`config.mk`:
```
export PLATFORM = sky130hd
export DESIGN_NAME = lrclk_sub_scheduler
export DESIGN_NICKNAME = d
export VERILOG_FILES = /design/src/rtl/lrclk_sub_scheduler.sv
export SDC_FILE = /design/constraint.sdc
export NUM_CORES = 1
export LEC_CHECK = 0
export CAP_MARGIN = 20
export CORE_MARGIN = 2
export CORE_UTILIZATION = 53
export DETAILED_ROUTE_END_ITERATION = 12
export PLACE_DENSITY = 0.88
export SETUP_SLACK_MARGIN = 0.1
export SLEW_MARGIN = 20
export SYNTH_ARGS = -nofsm -noshare
export SYNTH_HDL_FRONTEND = slang
export SYNTH_SLANG_ARGS = --single-unit
```
`constraint.sdc`:
```
create_clock -name clk -period 5.8 [get_ports clk]
set_input_delay 1.16 -clock clk [delete_from_list [all_inputs] [get_ports clk]]
set_output_delay 1.16 -clock clk [all_outputs]
set_load 0.01 [all_outputs]
```
`src/rtl/lrclk_sub_scheduler.sv`:
```
// rtl/lrclk_sub_scheduler.sv - one shared saturating subtractor time-multiplexed across channel pairs per LRCLK frame
module lrclk_sub_scheduler #(
  parameter int L    = 24,
  parameter int N_CH = 4
) (
  input  logic              clk,
  input  logic              reset,
  input  logic              next_lrclk_fall,
  input  logic [N_CH*L-1:0] ch_a,
  input  logic [N_CH*L-1:0] ch_b,
  input  logic [N_CH-1:0]   ch_en,
  input  logic              sat_en,
  output logic [N_CH*L-1:0] diff_out,
  output logic [N_CH-1:0]   clip,
  output logic              frame_valid,
  output logic              busy,
  output logic              overrun
);

  localparam int IDX_W = (N_CH > 1) ? $clog2(N_CH) : 1;
  localparam logic [IDX_W-1:0] LAST_IDX = IDX_W'(N_CH - 1);
  localparam logic [L-1:0] POS_MAX = {1'b0, {(L-1){1'b1}}};
  localparam logic [L-1:0] NEG_MIN = {1'b1, {(L-1){1'b0}}};

  typedef enum logic [1:0] {
    IDLE   = 2'd0,
    RUN    = 2'd1,
    COMMIT = 2'd2
  } state_t;

  state_t              state;
  logic [IDX_W-1:0]    idx;
  logic [N_CH*L-1:0]   a_s;
  logic [N_CH*L-1:0]   b_s;
  logic [N_CH-1:0]     en_s;
  logic                sat_s;
  logic [N_CH*L-1:0]   stg_diff;
  logic [N_CH-1:0]     stg_clip;

  logic [L-1:0]        a_cur;
  logic [L-1:0]        b_cur;
  logic [L:0]          d;
  logic                ovf;
  logic [L-1:0]        res;
  logic                en_cur;

  // The single subtract/saturate datapath, fed by the idx-selected snapshot slot.
  // With one guard bit, overflow shows up as the top two bits of d disagreeing.
  always_comb begin
    a_cur  = a_s[int'(idx)*L +: L];
    b_cur  = b_s[int'(idx)*L +: L];
    en_cur = en_s[idx];
    d      = {a_cur[L-1], a_cur} - {b_cur[L-1], b_cur};
    ovf    = d[L] ^ d[L-1];
    res    = d[L-1:0];
    if (sat_s && ovf) begin
      res = d[L] ? NEG_MIN : POS_MAX;
    end
  end

  always_ff @(posedge clk) begin
    if (reset) begin
      state       <= IDLE;
      idx         <= '0;
      a_s         <= '0;
      b_s         <= '0;
      en_s        <= '0;
      sat_s       <= 1'b0;
      stg_diff    <= '0;
      stg_clip    <= '0;
      diff_out    <= '0;
      clip        <= '0;
      frame_valid <= 1'b0;
      busy        <= 1'b0;
      overrun     <= 1'b0;
    end else begin
      frame_valid <= 1'b0;
      overrun     <= 1'b0;
      case (state)
        IDLE: begin
          if (next_lrclk_fall) begin
            a_s   <= ch_a;
            b_s   <= ch_b;
            en_s  <= ch_en;
            sat_s <= sat_en;
            idx   <= '0;
            busy  <= 1'b1;
            state <= RUN;
          end
        end
        RUN: begin
          overrun <= next_lrclk_fall;
          // Disabled channels leave their staging slot holding the last published value.
          if (en_cur) begin
            stg_diff[int'(idx)*L +: L] <= res;
            stg_clip[idx]              <= ovf;
          end
          if (idx == LAST_IDX) begin
            state <= COMMIT;
          end else begin
            idx <= idx + 1'b1;
          end
        end
        COMMIT: begin
          overrun     <= next_lrclk_fall;
          diff_out    <= stg_diff;
          clip        <= stg_clip;
          frame_valid <= 1'b1;
          busy        <= 1'b0;
          idx         <= '0;
          state       <= IDLE;
        end
        default: begin
          busy  <= 1'b0;
          idx   <= '0;
          state <= IDLE;
        end
      endcase
    end
  end

endmodule

```
==> impl_metrics.tcl <==
set metrics [dict create \
    synth_cells 2050 \
    gr-usage-all-layers_pct 31.6 \
    ys_seq_area_share_pct 45.7 \
    core-area_mm2 0.0327 \
    viasPerCell 5.91 \
    maxSlewHeadroom_pct 28.7 \
    cts-buffers-inserted 40 \
    pwr-share-comb_pct 22.1 \
    finalSetupViolCount 0 \
    cp_num_buf_inv 2 \
    sequentialPowerShare_pct 42.0 \
    finalSetupTns_ns 0 \
    place.detailed.hpwl_mm 41.1 \
    maxCapViolations 0 \
    dr.first_iter.drc_count 1489 \
    vias 16235 \
    drive_gt1_share_pct 6.81 \
    hold_viol 0 \
    max_freq_mhz 195 \
    yosysUniqueCellTypes 71 \
    cts-root-buf "clkbuf_16" \
    yosysWarnings 0 \
    power_uw 7010 \
    async_flop_share_pct 0 \
    cts_sinks 404 \
    swShare_pct 30.5 \
    globalRouteOverflowTotal 0 \
    rows 66 \
    antenna_left 0 \
    leakagePower_uw 0.00809 \
    crit_family "compound AO/OA/AOI/OAI gates" \
    clockPowerShare_pct 35.9 \
    layout_min_cycle_time_ns 5.13 \
    wirelength_mm 56.8 \
    gp_congestion 0.977 \
    dieArea_mm2 0.0349 \
    grt_pass1_vias 15862 \
    dp_slack_ns 0.397 \
    worst_slew_pin_slew_ns 1.07 \
    placedCellCount 2675 \
    slew_viol_final 0 \
    diodes 0 \
    die_h_um 187 \
    start_kind "flip-flop" \
    grt_pass1_wl_mm 88.1 \
    drc 0 \
    initial_core_util_pct 54.1 \
    status "complete, no violations" \
    powerDensity_mw_per_mm2 315 \
    setup_slack_ns 0.668 \
    cts_tree "built" \
    hold_buffers 0 \
    ys_ff_latch 404 \
    period_share_pct 88.5 \
    clkLatencyLatePin_ns 0.53 \
    ctsHtreeMaxLevel 2 \
    clk_path_buf_depth 3 \
    die_w_um 187 \
    final_nets 2509 \
    ios 303 \
    mappedNetlistNets 2284 \
    p_int_uw 4880 \
    grt_max_degree 151 \
    first_pass_iters 5 \
    antenna_found_initial 0 \
    synth_area_mm2 0.0177 \
    rsz0062_at_grt "no" \
    skew_ns 0.0127 \
    worstSetupPathType "flip-flop to flip-flop" \
    whs_ns 0.456 \
    synth_edf_count 0 \
    end_kind "flip-flop" \
    ir_worst_vdd_mv 0.182 \
    switchingPower_uw 2140 \
    worst_hold_path_type "flip-flop to flip-flop" \
    post_cts_buffers 0 \
    crit_fanout 27 \
    wl_per_cell_um 20.7 \
    slowest_delay_ns 0.71 \
    n_fill_cell 2577 \
    ctsResizeCount 0 \
    port_buffers 302 \
    cp_slowest_cell "dfxtp_4" \
    arrival_ns 5.53 \
    path_cells "buf_4 -> mux4_2 -> ha_1 -> a21o_1 -> nor3b_1 -> or3_1 -> a32o_1 -> nor2_1 -> o21ai_1 -> buf_4 -> o21ai_1 -> a2bb2oi_1 -> o21ai_0" \
    avgSynthCellArea_um2 8.64 \
    syn_to_final_growth_pct 25.7 \
    clkTransAtPathRegs_ns 0.06 \
    fin_cells 2746 \
    synth_ff_type "dfxtp_1" \
    cp.required_ns 6.20 \
]
per-stage QoR:
stage	cell area [µm²]	utilization, %
after CTS	22200	68.0
after global placement	21000	64.2
after floorplan	17700	-
after detailed placement	21000	64.2
final	22300	68.1
after global routing	22300	68.1
placed cells by master, fill, tap and decap left out, types with 10 or more instances in the layout:
cell type        count
nand2b_1            11
mux2i_1            103
clkbuf_1            14
nor3_1              16
clkdlybuf4s50_1    301
o21ai_1             11
dfxtp_1            402
nor2_1             183
nand3_1             33
o21ai_0             39
xnor2_1             10
inv_1               38
a22oi_1             36
and3_1              13
ha_1                32
a21oi_1            234
clkbuf_16           41
a22o_1              12
nand2_1            482
and2_1              12
a32o_1              12
buf_4               21
mux4_2              49
worst reg2reg max path: stages (launching register included):
cell and delay (ns):
dfxtp_4 0.71, buf_4 0.40, mux4_2 0.59, ha_1 0.38
a21o_1 0.22, nor3b_1 0.16, or3_1 0.44, a32o_1 0.29
nor2_1 0.57, o21ai_1 0.14, buf_4 0.28, o21ai_1 0.43
a2bb2oi_1 0.29, o21ai_0 0.13
synthesized netlist by cell type, drive strengths merged (5+ instances only):
master   number  area, µm²
a221o         6       60.1
inv          39        146
mux4         49       1100
and3         14       92.6
o31ai         8       65.1
nand4         8       50.1
nor3         16       80.1
ha           33        413
mux2i       103       1030
buf          37        158
nor2        184        691
a21oi       237       1200
a31oi         7       43.8
dfxtp       404       8090
a32o         12        120
a22oi        36        270
a21o          9       67.6
xnor2        10       87.6
xor2          9       78.8
o211ai        7       52.6
and2         13       81.3
a22o         12        105
a311oi        5       43.8
nand2b       11       68.8
clkbuf      108        407
o22ai         5       31.3
a211oi        8       65.1
nand3        33        165
o21ai        50        250
or4           6       48.8
nor4          6       37.5
or3           9       56.3
nor2b         6       37.5
nand2       483       1810
o21a          7       52.6
a32oi         8       70.1
a2bb2oi       8       70.1
worst paths after layout:
check	start	to	slack, ns	depth (start not counted)
min	a_s[68]	a_s[68]	0.46	2
max	idx[0]	stg_diff[58]	0.67	13
min reg2reg	a_s[68]	a_s[68]	0.46	2
max reg2reg	idx[0]	stg_diff[58]	0.67	13
layer usage:
metal	part of all wire, %	vias up	track usage [%]	wire [µm]
met5	0	-	0	0
met4	5.5	0	16.7	3120
met3	7.7	167	4.46	4390
met2	48	847	53.0	27000
met1	39	7643	39.8	22200
li1	-	7578	-	-
sequential cells by signal, indices dropped and copies added (netlist names):
signal,cells
clip,4
state,2
en_s,4
frame_valid,1
stg_clip,4
overrun,1
b_s,96
diff_out,96
sat_s,1
a_s,96
idx,2
busy,1
stg_diff,96
kinds of logic (layout without fill, tap and decap cells):
group | after synthesis | count (layout) | share of synthesized area (%)
xor gates and xnor gates | 19 | 19 | 0.940
adders and majority gates | 34 | 34 | 2.45
AOI/OAI and AO/OA | 456 | 456 | 16.1
muxes | 154 | 154 | 12.2
buffers and inverters | 184 | 438 | 4.01
and+or+nand+nor | 799 | 799 | 18.6
DFF | 404 | 404 | 45.7
final cells by class:
class                   count  area [µm²]  area share, %
multi-input cells        1462        8940           40.1
inverters                  39         146          0.658
flip-flops and latches    404        8090           36.4
clock buffers              59        1130           5.09
clock inverters            12         121          0.545
repair buffers            328        3280           14.7
well taps                 442         553           2.48
power groups by stage:
stage / clock [µW] / sequential, µW / combinational (µW)
2_1_floorplan: 0 / 2970 / 918
3_3_place_gp: 0 / 3000 / 1490
3_5_place_dp: 0 / 3000 / 1490
4_1_cts: 2530 / 2940 / 1500
5_1_grt: 2640 / 2950 / 1650
6_report: 2520 / 2940 / 1550
No activity file was read; power rests on OpenSTA's default activity.
